--- src/rtl/int_sched.sv ---
// Interrupt and run-state scheduler for the 65C02 core: arbitrates RST/NMI/IRQ at
// instruction boundaries, selects the vector register-file entry and handles WAI/STP.
module int_sched #(
    parameter int RST_CYCLES = 2,
    parameter int NMI_SYNC   = 2
) (
    input  logic       clk,
    input  logic       RST,
    input  logic       IRQ,
    input  logic       NMI,
    input  logic       I,
    input  logic       sync,
    input  logic       ack,
    input  logic       wai,
    input  logic       stp,
    output logic       int_req,
    output logic [3:0] vec_sel,
    output logic       b_flag,
    output logic       halt
);

    localparam int CW = (RST_CYCLES < 2) ? 1 : $clog2(RST_CYCLES + 1);

    localparam logic [2:0] ST_RESET = 3'd0;
    localparam logic [2:0] ST_RUN   = 3'd1;
    localparam logic [2:0] ST_TAKE  = 3'd2;
    localparam logic [2:0] ST_WAIT  = 3'd3;
    localparam logic [2:0] ST_STOP  = 3'd4;

    localparam logic [3:0] VEC_RST = 4'd9;
    localparam logic [3:0] VEC_NMI = 4'd8;
    localparam logic [3:0] VEC_IRQ = 4'd4;

    logic [2:0]          state_q, state_d;
    logic [CW-1:0]       cnt_q, cnt_d;
    logic [NMI_SYNC-1:0] nmi_sync_q, nmi_sync_d;
    logic                nmi_prev_q, nmi_prev_d;
    logic                nmi_pend_q, nmi_pend_d;
    logic [3:0]          vec_q, vec_d;
    logic                int_req_q, int_req_d;
    logic [3:0]          vec_sel_q, vec_sel_d;
    logic                halt_q, halt_d;
    logic                b_flag_q, b_flag_d;

    logic                nmi_edge_s;
    logic                irq_act_s;
    logic                run_req_s;
    logic [3:0]          run_vec_s;

    generate
        if (NMI_SYNC == 1) begin : g_sync1
            assign nmi_sync_d = NMI;
        end else begin : g_syncn
            assign nmi_sync_d = {nmi_sync_q[NMI_SYNC-2:0], NMI};
        end
    endgenerate

    // NMI edge capture and the request terms the RUN state acts on
    always_comb begin
        nmi_prev_d = nmi_sync_q[NMI_SYNC-1];
        nmi_edge_s = nmi_sync_q[NMI_SYNC-1] & ~nmi_prev_q;
        irq_act_s  = IRQ & ~I;
        b_flag_d   = 1'b0;
        // a fresh edge beats the clear from acknowledging the previous NMI
        if (nmi_edge_s) begin
            nmi_pend_d = 1'b1;
        end else if ((state_q == ST_TAKE) && ack && (vec_q == VEC_NMI)) begin
            nmi_pend_d = 1'b0;
        end else begin
            nmi_pend_d = nmi_pend_q;
        end
        run_req_s = nmi_pend_d | irq_act_s;
        run_vec_s = nmi_pend_d ? VEC_NMI : VEC_IRQ;
    end

    // Run-state machine and next values of the registered outputs
    always_comb begin
        state_d   = state_q;
        cnt_d     = cnt_q;
        vec_d     = vec_q;
        int_req_d = int_req_q;
        vec_sel_d = vec_sel_q;
        halt_d    = halt_q;
        case (state_q)
            ST_RESET: begin
                int_req_d = 1'b1;
                vec_sel_d = VEC_RST;
                halt_d    = 1'b0;
                if (cnt_q != {CW{1'b0}}) begin
                    cnt_d = cnt_q - CW'(1);
                end else begin
                    cnt_d = cnt_q;
                end
                if (ack && (cnt_q == {CW{1'b0}})) begin
                    state_d   = ST_RUN;
                    int_req_d = 1'b0;
                    vec_sel_d = run_vec_s;
                end else begin
                    state_d = ST_RESET;
                end
            end
            ST_RUN: begin
                int_req_d = run_req_s;
                vec_sel_d = run_vec_s;
                halt_d    = 1'b0;
                if (sync && int_req_q) begin
                    state_d   = ST_TAKE;
                    vec_d     = vec_sel_q;
                    int_req_d = 1'b1;
                    vec_sel_d = vec_sel_q;
                end else if (stp) begin
                    state_d   = ST_STOP;
                    int_req_d = 1'b0;
                    halt_d    = 1'b1;
                end else if (wai) begin
                    state_d   = ST_WAIT;
                    int_req_d = 1'b0;
                    halt_d    = 1'b1;
                end else begin
                    state_d = ST_RUN;
                end
            end
            ST_TAKE: begin
                int_req_d = 1'b1;
                vec_sel_d = vec_q;
                halt_d    = 1'b0;
                if (ack) begin
                    state_d   = ST_RUN;
                    int_req_d = run_req_s;
                    vec_sel_d = run_vec_s;
                end else begin
                    state_d = ST_TAKE;
                end
            end
            ST_WAIT: begin
                int_req_d = 1'b0;
                halt_d    = 1'b1;
                // IRQ wakes the core even when masked; RUN then decides on int_req
                if (stp) begin
                    state_d = ST_STOP;
                end else if (IRQ || nmi_pend_q) begin
                    state_d   = ST_RUN;
                    halt_d    = 1'b0;
                    int_req_d = run_req_s;
                    vec_sel_d = run_vec_s;
                end else begin
                    state_d = ST_WAIT;
                end
            end
            ST_STOP: begin
                state_d   = ST_STOP;
                int_req_d = 1'b0;
                halt_d    = 1'b1;
            end
            default: begin
                state_d   = ST_RESET;
                cnt_d     = CW'(RST_CYCLES);
                int_req_d = 1'b1;
                vec_sel_d = VEC_RST;
                halt_d    = 1'b0;
            end
        endcase
    end

    // State and output registers with synchronous reset
    always_ff @(posedge clk) begin
        if (RST) begin
            state_q    <= ST_RESET;
            cnt_q      <= CW'(RST_CYCLES);
            nmi_sync_q <= {NMI_SYNC{1'b0}};
            nmi_prev_q <= 1'b0;
            nmi_pend_q <= 1'b0;
            vec_q      <= VEC_RST;
            int_req_q  <= 1'b1;
            vec_sel_q  <= VEC_RST;
            halt_q     <= 1'b0;
            b_flag_q   <= 1'b0;
        end else begin
            state_q    <= state_d;
            cnt_q      <= cnt_d;
            nmi_sync_q <= nmi_sync_d;
            nmi_prev_q <= nmi_prev_d;
            nmi_pend_q <= nmi_pend_d;
            vec_q      <= vec_d;
            int_req_q  <= int_req_d;
            vec_sel_q  <= vec_sel_d;
            halt_q     <= halt_d;
            b_flag_q   <= b_flag_d;
        end
    end

    assign int_req = int_req_q;
    assign vec_sel = vec_sel_q;
    assign halt    = halt_q;
    assign b_flag  = b_flag_q;

endmodule

--- config.mk ---
export PLATFORM = sky130hd
export DESIGN_NAME = int_sched
export DESIGN_NICKNAME = d
export VERILOG_FILES = /design/src/rtl/int_sched.sv
export SDC_FILE = /design/constraint.sdc
export NUM_CORES = 1
export LEC_CHECK = 0
export CAP_MARGIN = 20
export CORE_ASPECT_RATIO = 1.4
export CORE_MARGIN = 10
export CORE_UTILIZATION = 56
export DETAILED_ROUTE_END_ITERATION = 6
export PLACE_DENSITY = 0.92
export SLEW_MARGIN = 20
export SYNTH_ARGS = -nofsm -noshare
export SYNTH_HDL_FRONTEND = slang
export SYNTH_SLANG_ARGS = --single-unit
export TNS_END_PERCENT = 30
--- constraint.sdc ---
create_clock -name clk -period 2.5 [get_ports clk]
set_input_delay 0.625 -clock clk [delete_from_list [all_inputs] [get_ports clk]]
set_output_delay 0.625 -clock clk [all_outputs]
set_load 0.03 [all_outputs]
-- Yosys cells after proc, flatten, opt, wreduce, memory -nomap -nowiden
Index checks and enable logic that the tools add are counted.
- flip-flop bits (word level): 19
- $add $sub $neg: 1
- equal/unequal tests: 9
- mux-type cells: 33
- bitwise gates (word level): 7
- reductions and logical operators: 12
- operator list (cell ; number):
    two-way mux 4 bit ; 6
    case mux 4 bit (5 select lines) ; 1
    two-way mux 1 bit ; 15
    case mux 3 bit (5 select lines) ; 1
    two-way mux 3 bit ; 3
    two-way mux 2 bit ; 4
    inequality test 2 bit, second input constant ; 4
    == test 3 x 2 -> 1 bit, second input constant ; 2
    case mux 1 bit (5 select lines) ; 1
    == test 4 bit, second input constant ; 1
    logical AND 1 bit ; 4
    NOT 1 bit ; 4
    case mux 2 bit (2 select lines) ; 1
    AND reduction 2 bit ; 2
    AND reduction 4 bit ; 1
    OR reduction 4 bit ; 1
    == test 3 x 1 -> 1 bit, second input constant ; 1
    == test 3 bit, second input constant ; 1
    logical NOT 3 bit ; 1
    case mux 1 bit (3 select lines) ; 1
    bitwise AND 1 bit ; 2
    logical NOT 2 bit ; 1
    nonzero test 2 bit ; 1
    subtractor 2 x 1 -> 2 bit, second input constant ; 1
    2 further kinds ; 2

-- Depth between registers and ports, before layout
Gate-level depths: netlist of run 1.
- depth after elaboration: 10
- mapped depth: 6
- depth with buffers taken out: 6

-- Worst setup path after synthesis of run 1
Ideal clock, no wire load.
- path kind: input to register
- from: input port stp
- to: register vec_sel_q[2] (netlist: vec_sel[2])
- library setup time: 134 ps
- arrival time: 1491 ps
- slack: 875 ps
- stages on the path: 4
- buffers on the path: 1
- cells stage by stage: clkbuf_1 -> o211a_1 -> a2111oi_0 -> a211oi_1
- longest elaborated chain between the ends: 2
- RTL lines (element ; RTL line ; source):
    start, declared ; 15 ; input logic stp,
    inequality test 2 bit (no line) ; -- ;
    AND reduction 4 bit (no line) ; -- ;
    end signal, assigned ; 186 ; vec_sel_q <= vec_sel_d;
    end, declared ; 41 ; logic [3:0] vec_sel_q, vec_sel_d;
No other way between the ends.
A chain may end at the register's enable or synchronous reset.

-- Worst setup path in the final report of run 1
- from: register int_req_q (netlist: int_req)
- to: output port int_req
- RTL lines (element ; RTL line ; source):
    start, declared ; 40 ; logic int_req_q, int_req_d;
    start signal, assigned ; 185 ; int_req_q <= int_req_d;
    end, declared ; 16 ; output logic int_req,
No word-level cell between the ends.

==> results.txt, run 1 <==
----------------------------------------------------
[Timing]
  Final critical delay including setup and external delays ... 2.037 ns
  Slew of the pin with the lowest slew margin ... 0.6323 ns
  Max Clock Freq ... between 400 and 500 MHz
  Hold violation count in the final report ... 0
  Setup repair after global routing missed its margin ... no
  Number of setup violations in the final report ... 0
  Worst relative slew slack ... 57.79%
  Final hold slack ... roughly 0.46 ns
  Sum of negative setup slack ... 0 ns
  Slew Limit Fails ... 0
  Worst clock skew ... 0.0009864 ns
  Crit share post-route ... 81.46%

[Synthesis]
  Flops & latches, synth ... 19
  Combined area of all synthesized cells ... just over 0.001 mm2
  Post-synthesis sequential area ratio ... 36.98%
  Synthesis warning total ... 0
  Post-Synthesis Net Count ... between 100 and 150
  Cell variety after synth ... 44
  Synthesized netlist cell count ... between 100 and 150
  Synth async-reset ratio ... 0%
  List of most frequent post-synthesis cells ... 19 x sky130_fd_sc_hd__dfxtp_1, 12 x sky130_fd_sc_hd__a21oi_1, 10 x sky130_fd_sc_hd__nor2_1
  Average size of a mapped cell ... 8.643 um2
  Number of enable flip-flop cells after synthesis ... 0
  Synth area leader ... sky130_fd_sc_hd__dfxtp_1
  Cells taking the most area after synthesis ... sky130_fd_sc_hd__dfxtp_1 37%, sky130_fd_sc_hd__a21oi_1 5.8%, sky130_fd_sc_hd__a211oi_1 3.6%
  Most frequent cell after synthesis ... sky130_fd_sc_hd__dfxtp_1
  Share of the synthesized area in the top cell type ... 36.98%
  Most used DFF post-synth ... sky130_fd_sc_hd__dfxtp_1

[Setup path]
  Number of buffer and inverter instances along the worst setup path ... 1
  Cell type of the slowest stage on the worst timing path ... sky130_fd_sc_hd__clkdlybuf4s50_1
  Crit path launch type ... flop
  Launching point of the worst reg2reg path ... state_q[2]
  Endpoint kind of the worst setup timing path ... output port
  Beginning of the critical path ... int_req
  Cell-by-cell listing of the critical path ... clkdlybuf4s50_1
  CP delay by family, top ... buffers and inverters
  Data arrival at the endpoint of the critical path ... 1.41 ns
  Required time reported for the critical path endpoint ... 1.88 ns
  Highest cell delay on the worst timing path ... 0.70 ns
  Type of the worst setup path ... reg2out
  Biggest fanout along the worst timing path ... 4

[Clock network]
  TritonCTS clock tree ... yes
  Clock transition at the register clock pins on the worst setup and hold paths after CTS ... 0.10 ns
  Sink Count ... 19
  CTS buffer count ... 3
  Post-CTS resize count ... 0
  H-Tree Level Count ... 1
  Worst-skew pair later-pin latency ... 0.30 ns
  Buffer levels on the longest clock path ... 2
  # hold bufs at CTS ... 0
  Number of post-CTS setup repair buffers ... 0
  Clock root buffer ... sky130_fd_sc_hd__clkbuf_4

[Routing]
  Routed via count ... about 970
  Detailed Routing Iterations Pass 1 ... 6
  Total Routed Length ... 2555 um
  Avg WL per Cell ... 16.81 um
  Detailed router's first-iteration violation count ... just over 60
  Count of nets left with antenna violations after detail routing ... 0
  # DRC ... 0
  Vias per cell ... approximately 6.4

[Final layout]
  Number of standard cells in the final layout excluding fillers ... 152
  ANT cells ... 0
  Final core utilization ... between 60% and 70%
  Number of nets at the end of the flow ... 143
  Share of final-layout standard cells stronger than drive strength 1 ... under 10%
  Layout overhead on the synthesized area ... 16.79%

[Pwr]
  Total power ... approximately 0.86 mW
  Static leakage ... 0.4661 nW
  Ratio of total power to cell area ... 718.8 mW/mm2
  Maximum ir drop on the vdd rail ... 0.4484 mV

[Run status]
  Run status ... completed

[Floorplanning]
  Horizontal extent of the die ... 56.22 um
  I/O pin cnt ... 16
  Std cell rows ... 18
  Chip Height ... 70.71 um
  Overall die area ... 0.003975 mm2
  Core area ... 0.001757 mm2
  Initial core utilization ... about three fifths

[Global routing]
  Wire length of the first global-routing pass ... 4305 um
  Aggregate global-route resource usage ... 12.73%
  Total congestion overflow after global routing ... 0
  Largest net degree at the start of global routing ... 21
  Initial antenna violation count ... 0
  Via count of the first global-routing pass ... 906

[Place]
  Number of cells in the design after placement ... around 150
  Number of I/O port buffers ... 14
  Final HPWL from detailed placement ... 1742 um
  Routability congestion estimate from global placement ... approximately 0.88

[Job]
  Max-cap violations ... 0

[Worst hold path]
  Worst min-delay path class ... reg2reg
  Worst hold path startpoint ... nmi_sync_q[0]

----------------------------------------------------
worst paths after layout:
path	to	slack [ns]	depth (start not counted)
worst max-delay path	int_req	0.46	1
worst min-delay path	nmi_sync_q[1]	0.46	1
worst max register to register	vec_sel[2]	0.62	4
worst min register to register	nmi_sync_q[1]	0.46	1
flip-flops by register name, summed over array words and instances, names as in the netlist:
signal      flops
vec_q           4
vec_sel         4
int_req         1
halt            1
state_q         3
nmi_pend_q      1
nmi_sync_q      2
nmi_prev_q      1
cnt_q           2
power breakdown:
| part | total, mW | internal (mW) | leakage, nW | switching, mW |
|---|---|---|---|---|
| logic | 0.319 | 0.153 | 0.296 | 0.166 |
| clock network | 0.158 | 0.0623 | 0.0150 | 0.0953 |
| registers | 0.387 | 0.342 | 0.155 | 0.0451 |
layout make-up:
type | instances | area [um2]
inverters | 6 | 22.52
flip-flops and latches | 19 | 380.4
repair buffers | 18 | 170.2
well taps | 20 | 25.02
clock buffers | 4 | 26.28
multi-input cells | 85 | 576.8
fillers | 147 | 555.5
metrics by stage:
stage / cell area (um2) / setup WS [ns]
after global routing: 1201 / 0.4095
after detailed placement: 1175 / 0.3399
final: 1201 / 0.4635
after CTS: 1201 / 0.4611
after global placement: 1175 / 0.3482
after floorplan: 1028 / 0.8746
routing by layer:
| layer | track usage [%] | wire [um] |
|---|---|---|
| met5 | 0 | 0 |
| met4 | 4.826 | 52 |
| met3 | 2.857 | 155 |
| met2 | 22.13 | 1325 |
| met1 | 14.60 | 1021 |
logic make-up (layout without fill, tap and decap cells):
logic type      Yosys count  in the layout  synth area share [%]
other cells               1              1                0.3646
buf+inv                  15             28                 6.933
fa+ha+maj                 1              1                 1.216
compound gates           41             41                 28.35
flops                    19             19                 36.98
mux                       3              3                 2.920
simple gates             39             39                 23.24
layout by cell type, fill, tap and decap left out, types with 3 or more instances in the layout:
cell type	Yosys	layout
sky130_fd_sc_hd__clkbuf_4	0	3
sky130_fd_sc_hd__nor3_1	3	3
sky130_fd_sc_hd__a211oi_1	5	5
sky130_fd_sc_hd__a211o_1	3	3
sky130_fd_sc_hd__a21oi_1	12	12
sky130_fd_sc_hd__nor2b_1	6	6
sky130_fd_sc_hd__inv_1	6	6
sky130_fd_sc_hd__o21ai_0	3	3
sky130_fd_sc_hd__nor2_1	10	10
sky130_fd_sc_hd__clkdlybuf4s50_1	0	14
sky130_fd_sc_hd__nor3b_1	3	3
sky130_fd_sc_hd__dfxtp_1	19	19
sky130_fd_sc_hd__buf_4	1	4
sky130_fd_sc_hd__mux2i_1	3	3
(Power assumes the default switching activity.)
==> run 2: changes to the inputs <==
--- a/config.mk
+++ b/config.mk
@@ -8,9 +8,9 @@
 export CAP_MARGIN = 20
 export CORE_ASPECT_RATIO = 1.4
 export CORE_MARGIN = 10
-export CORE_UTILIZATION = 56
+export CORE_UTILIZATION = 47
 export DETAILED_ROUTE_END_ITERATION = 6
-export PLACE_DENSITY = 0.92
+export PLACE_DENSITY = 0.83
 export SLEW_MARGIN = 20
 export SYNTH_ARGS = -nofsm -noshare
 export SYNTH_HDL_FRONTEND = slang
==> constraint.sdc (replaced) <==
create_clock -name clk -period 1.8 [get_ports clk]
set_input_delay 0.45 -clock clk [delete_from_list [all_inputs] [get_ports clk]]
set_output_delay 0.45 -clock clk [all_outputs]
set_load 0.03 [all_outputs]
==> results.txt, run 2 (synthesized netlist as in run 1, its figures left out) <==
----------------------------------------------------
[Global routing]
  Largest net degree at the start of global routing ... 15 (-29%)
  Aggregate global-route resource usage ... 12.41% (-0.32 points)
  Via count of the first global-routing pass ... 998 (+10%)
  Initial antenna violation count ... 0 (unchanged)
  Total congestion overflow after global routing ... 0 (unchanged)
  Wire length of the first global-routing pass ... 4284 um (-0.49%)

[Final layout]
  Number of nets at the end of the flow ... 156 (+9.1%)
  Leading cell type in the layout, fill and taps excluded ... sky130_fd_sc_hd__dfxtp_1
  Area of the multi-input gates ... 576.8 um2 (unchanged)
  Commonest non-fill, non-tap cells in the layout ... 19 x sky130_fd_sc_hd__dfxtp_1, 17 x sky130_fd_sc_hd__buf_4, 12 x sky130_fd_sc_hd__a21oi_1
  ANT cells ... 0 (unchanged)
  Post-route standard cell area excluding fillers ... 0.001295 mm2 (+7.8%)
  Fillers ... 172 (+17%)
  Sequential cell area ... 380.4 um2 (unchanged)
  Final core utilization ... 60.88% (-7.5 points)
  Layout overhead on the synthesized area ... 25.91%
  Number of standard cells in the final layout excluding fillers ... 167 (+9.9%)
  Share of final-layout standard cells stronger than drive strength 1 ... 15.86% (+8.3 points)

[Clock network]
  Buffer levels on the longest clock path ... 2 (unchanged)
  Sink Count ... 19 (unchanged)
  Worst-skew pair later-pin latency ... 0.30 ns (about the same)
  CTS buffer count ... 3 (unchanged)
  Clock transition at the register clock pins on the worst setup and hold paths after CTS ... 0.11 ns (about the same)
  TritonCTS clock tree ... yes
  Number of post-CTS setup repair buffers ... 0 (unchanged)
  H-Tree Level Count ... 1 (unchanged)
  Clock root buffer ... sky130_fd_sc_hd__clkbuf_4

[Routing]
  Total Routed Length ... 2683 um (+5.0%)
  Avg WL per Cell ... 16.07 um (-4.4%)
  Count of nets left with antenna violations after detail routing ... 0 (unchanged)
  Detailed Routing Iterations Pass 1 ... 4 (-2)
  # DRC ... 0 (unchanged)
  Detailed router's first-iteration violation count ... 49 (-20%)
  Vias per cell ... 6.066 (-4.8%)
  Routed via count ... 1013 (+4.6%)

[Setup path]
  Type of the worst setup path ... reg2out
  Critical Path Sink ... halt
  Number of cells on the critical path ... 1 (unchanged)
  Cell type of the slowest stage on the worst timing path ... sky130_fd_sc_hd__clkdlybuf4s50_1
  Crit path launch type ... flop
  Cell-by-cell listing of the critical path ... clkdlybuf4s50_1
  Biggest fanout along the worst timing path ... 1 (-3)
  Number of buffer and inverter instances along the worst setup path ... 1 (unchanged)
  Cell depth of the worst flop-to-flop path ... 4 (unchanged)
  Beginning of the critical path ... halt
  Highest cell delay on the worst timing path ... 0.66 ns (-0.04 ns)
  CP delay by family, top ... buffers and inverters
  Data arrival at the endpoint of the critical path ... 1.28 ns (-0.13 ns)
  R2R Path End ... vec_sel[2]
  Launching point of the worst reg2reg path ... state_q[2]
  Required time reported for the critical path endpoint ... 1.35 ns (-0.53 ns)
  Endpoint kind of the worst setup timing path ... output port
  Setup slack of the worst register-to-register path ... 0.15 ns (-0.47 ns)

[Place]
  Cell area reported after detailed placement ... 0.001275 mm2 (+8.5%)
  Number of I/O port buffers ... 14 (unchanged)
  Number of cells in the design after placement ... 163 (+10%)
  Routability congestion estimate from global placement ... 0.8431 (-4.2%)
  Final HPWL from detailed placement ... 2056 um (+18%)
  Post-Place Worst Slack ... -0.1779 ns (-0.5179 ns)

[Timing]
  Final critical delay including setup and external delays ... 1.734 ns
  Hold violation count in the final report ... 0 (unchanged)
  Crit share post-route ... 96.32%
  Max Clock Freq ... 576.8 MHz
  Worst clock skew ... 0.005125 ns (+0.004138 ns)
  Sum of negative setup slack ... 0 ns (unchanged)
  Number of setup violations in the final report ... 0 (unchanged)
  Setup repair after global routing missed its margin ... no
  Worst Setup Slack, final ... 0.06618 ns (-0.3973 ns)
  Slew Limit Fails ... 0 (unchanged)

[Job]
  Max-cap violations ... 0 (unchanged)

[Floorplanning]
  Initial core utilization ... 48.35% (-10 points)
  Core area ... 0.002127 mm2 (+21%)
  Chip Height ... 75.35 um (+6.6%)
  Horizontal extent of the die ... 59.54 um (+5.9%)
  I/O pin cnt ... 16 (unchanged)
  Overall die area ... 0.004486 mm2 (+13%)
  Std cell rows ... 20 (+2)

[Pwr]
  Ratio of total power to cell area ... 940.1 mW/mm2 (+31%)
  Static leakage ... 0.5370 nW (+15%)
  Maximum ir drop on the vdd rail ... 0.4679 mV (+4.3%)

[Run status]
  Run status ... completed

[Worst hold path]
  Worst min-delay path class ... reg2reg

----------------------------------------------------
run 2: how the worst min path moves through the flow:
stage / startpoint / end / slack (ns) / depth (start not counted)
after CTS: nmi_sync_q[0] / nmi_sync_q[1] / 0.46 / 1
final: nmi_sync_q[0] / nmi_sync_q[1] / 0.45 / 1
after global placement: nmi_sync_q[0] / nmi_sync_q[1] / 0.42 / 1
after floorplan: nmi_sync_q[0] / nmi_sync_q[1] / 0.41 / 1
after global routing: nmi_sync_q[0] / nmi_sync_q[1] / 0.47 / 1
after detailed placement: nmi_sync_q[0] / nmi_sync_q[1] / 0.44 / 1
run 2: timing repair:
action                                  in CTS  in global routing
hold buffers                                 0                  0
endpoints found under the setup margin       5                  0
gates resized for setup                      5                  0
run 2: routing by layer:
layer  track usage [%]  wire length [um]
met1             11.13               984
met2             21.32              1435
met4             11.00               120
met5                 0                 0
met3             4.333               143
run 2: report_power, final:
group / leakage, nW / internal, mW / switching (mW)
clock: 0.0150 / 0.0864 / 0.130
combinational: 0.367 / 0.228 / 0.244
sequential: 0.155 / 0.475 / 0.0541
total: 0.537 / 0.789 / 0.428
run 2: layout make-up:
class	instances	share of cell area, %
clock buffer	4	2.029
multi-input combinational	85	44.54
timing repair buffer	31	20.19
inverter	6	1.739
sequential	19	29.37
tap	22	2.126
run 2: stage by stage:
step / power (mW) / hold WS, ns
3_5_place_dp: 1.021 / 0.4355
5_1_grt: 1.301 / 0.4693
3_3_place_gp: 0.9982 / 0.4226
4_1_cts: 1.224 / 0.4593
2_1_floorplan: 0.8538 / 0.4138
6_report: 1.217 / 0.4511
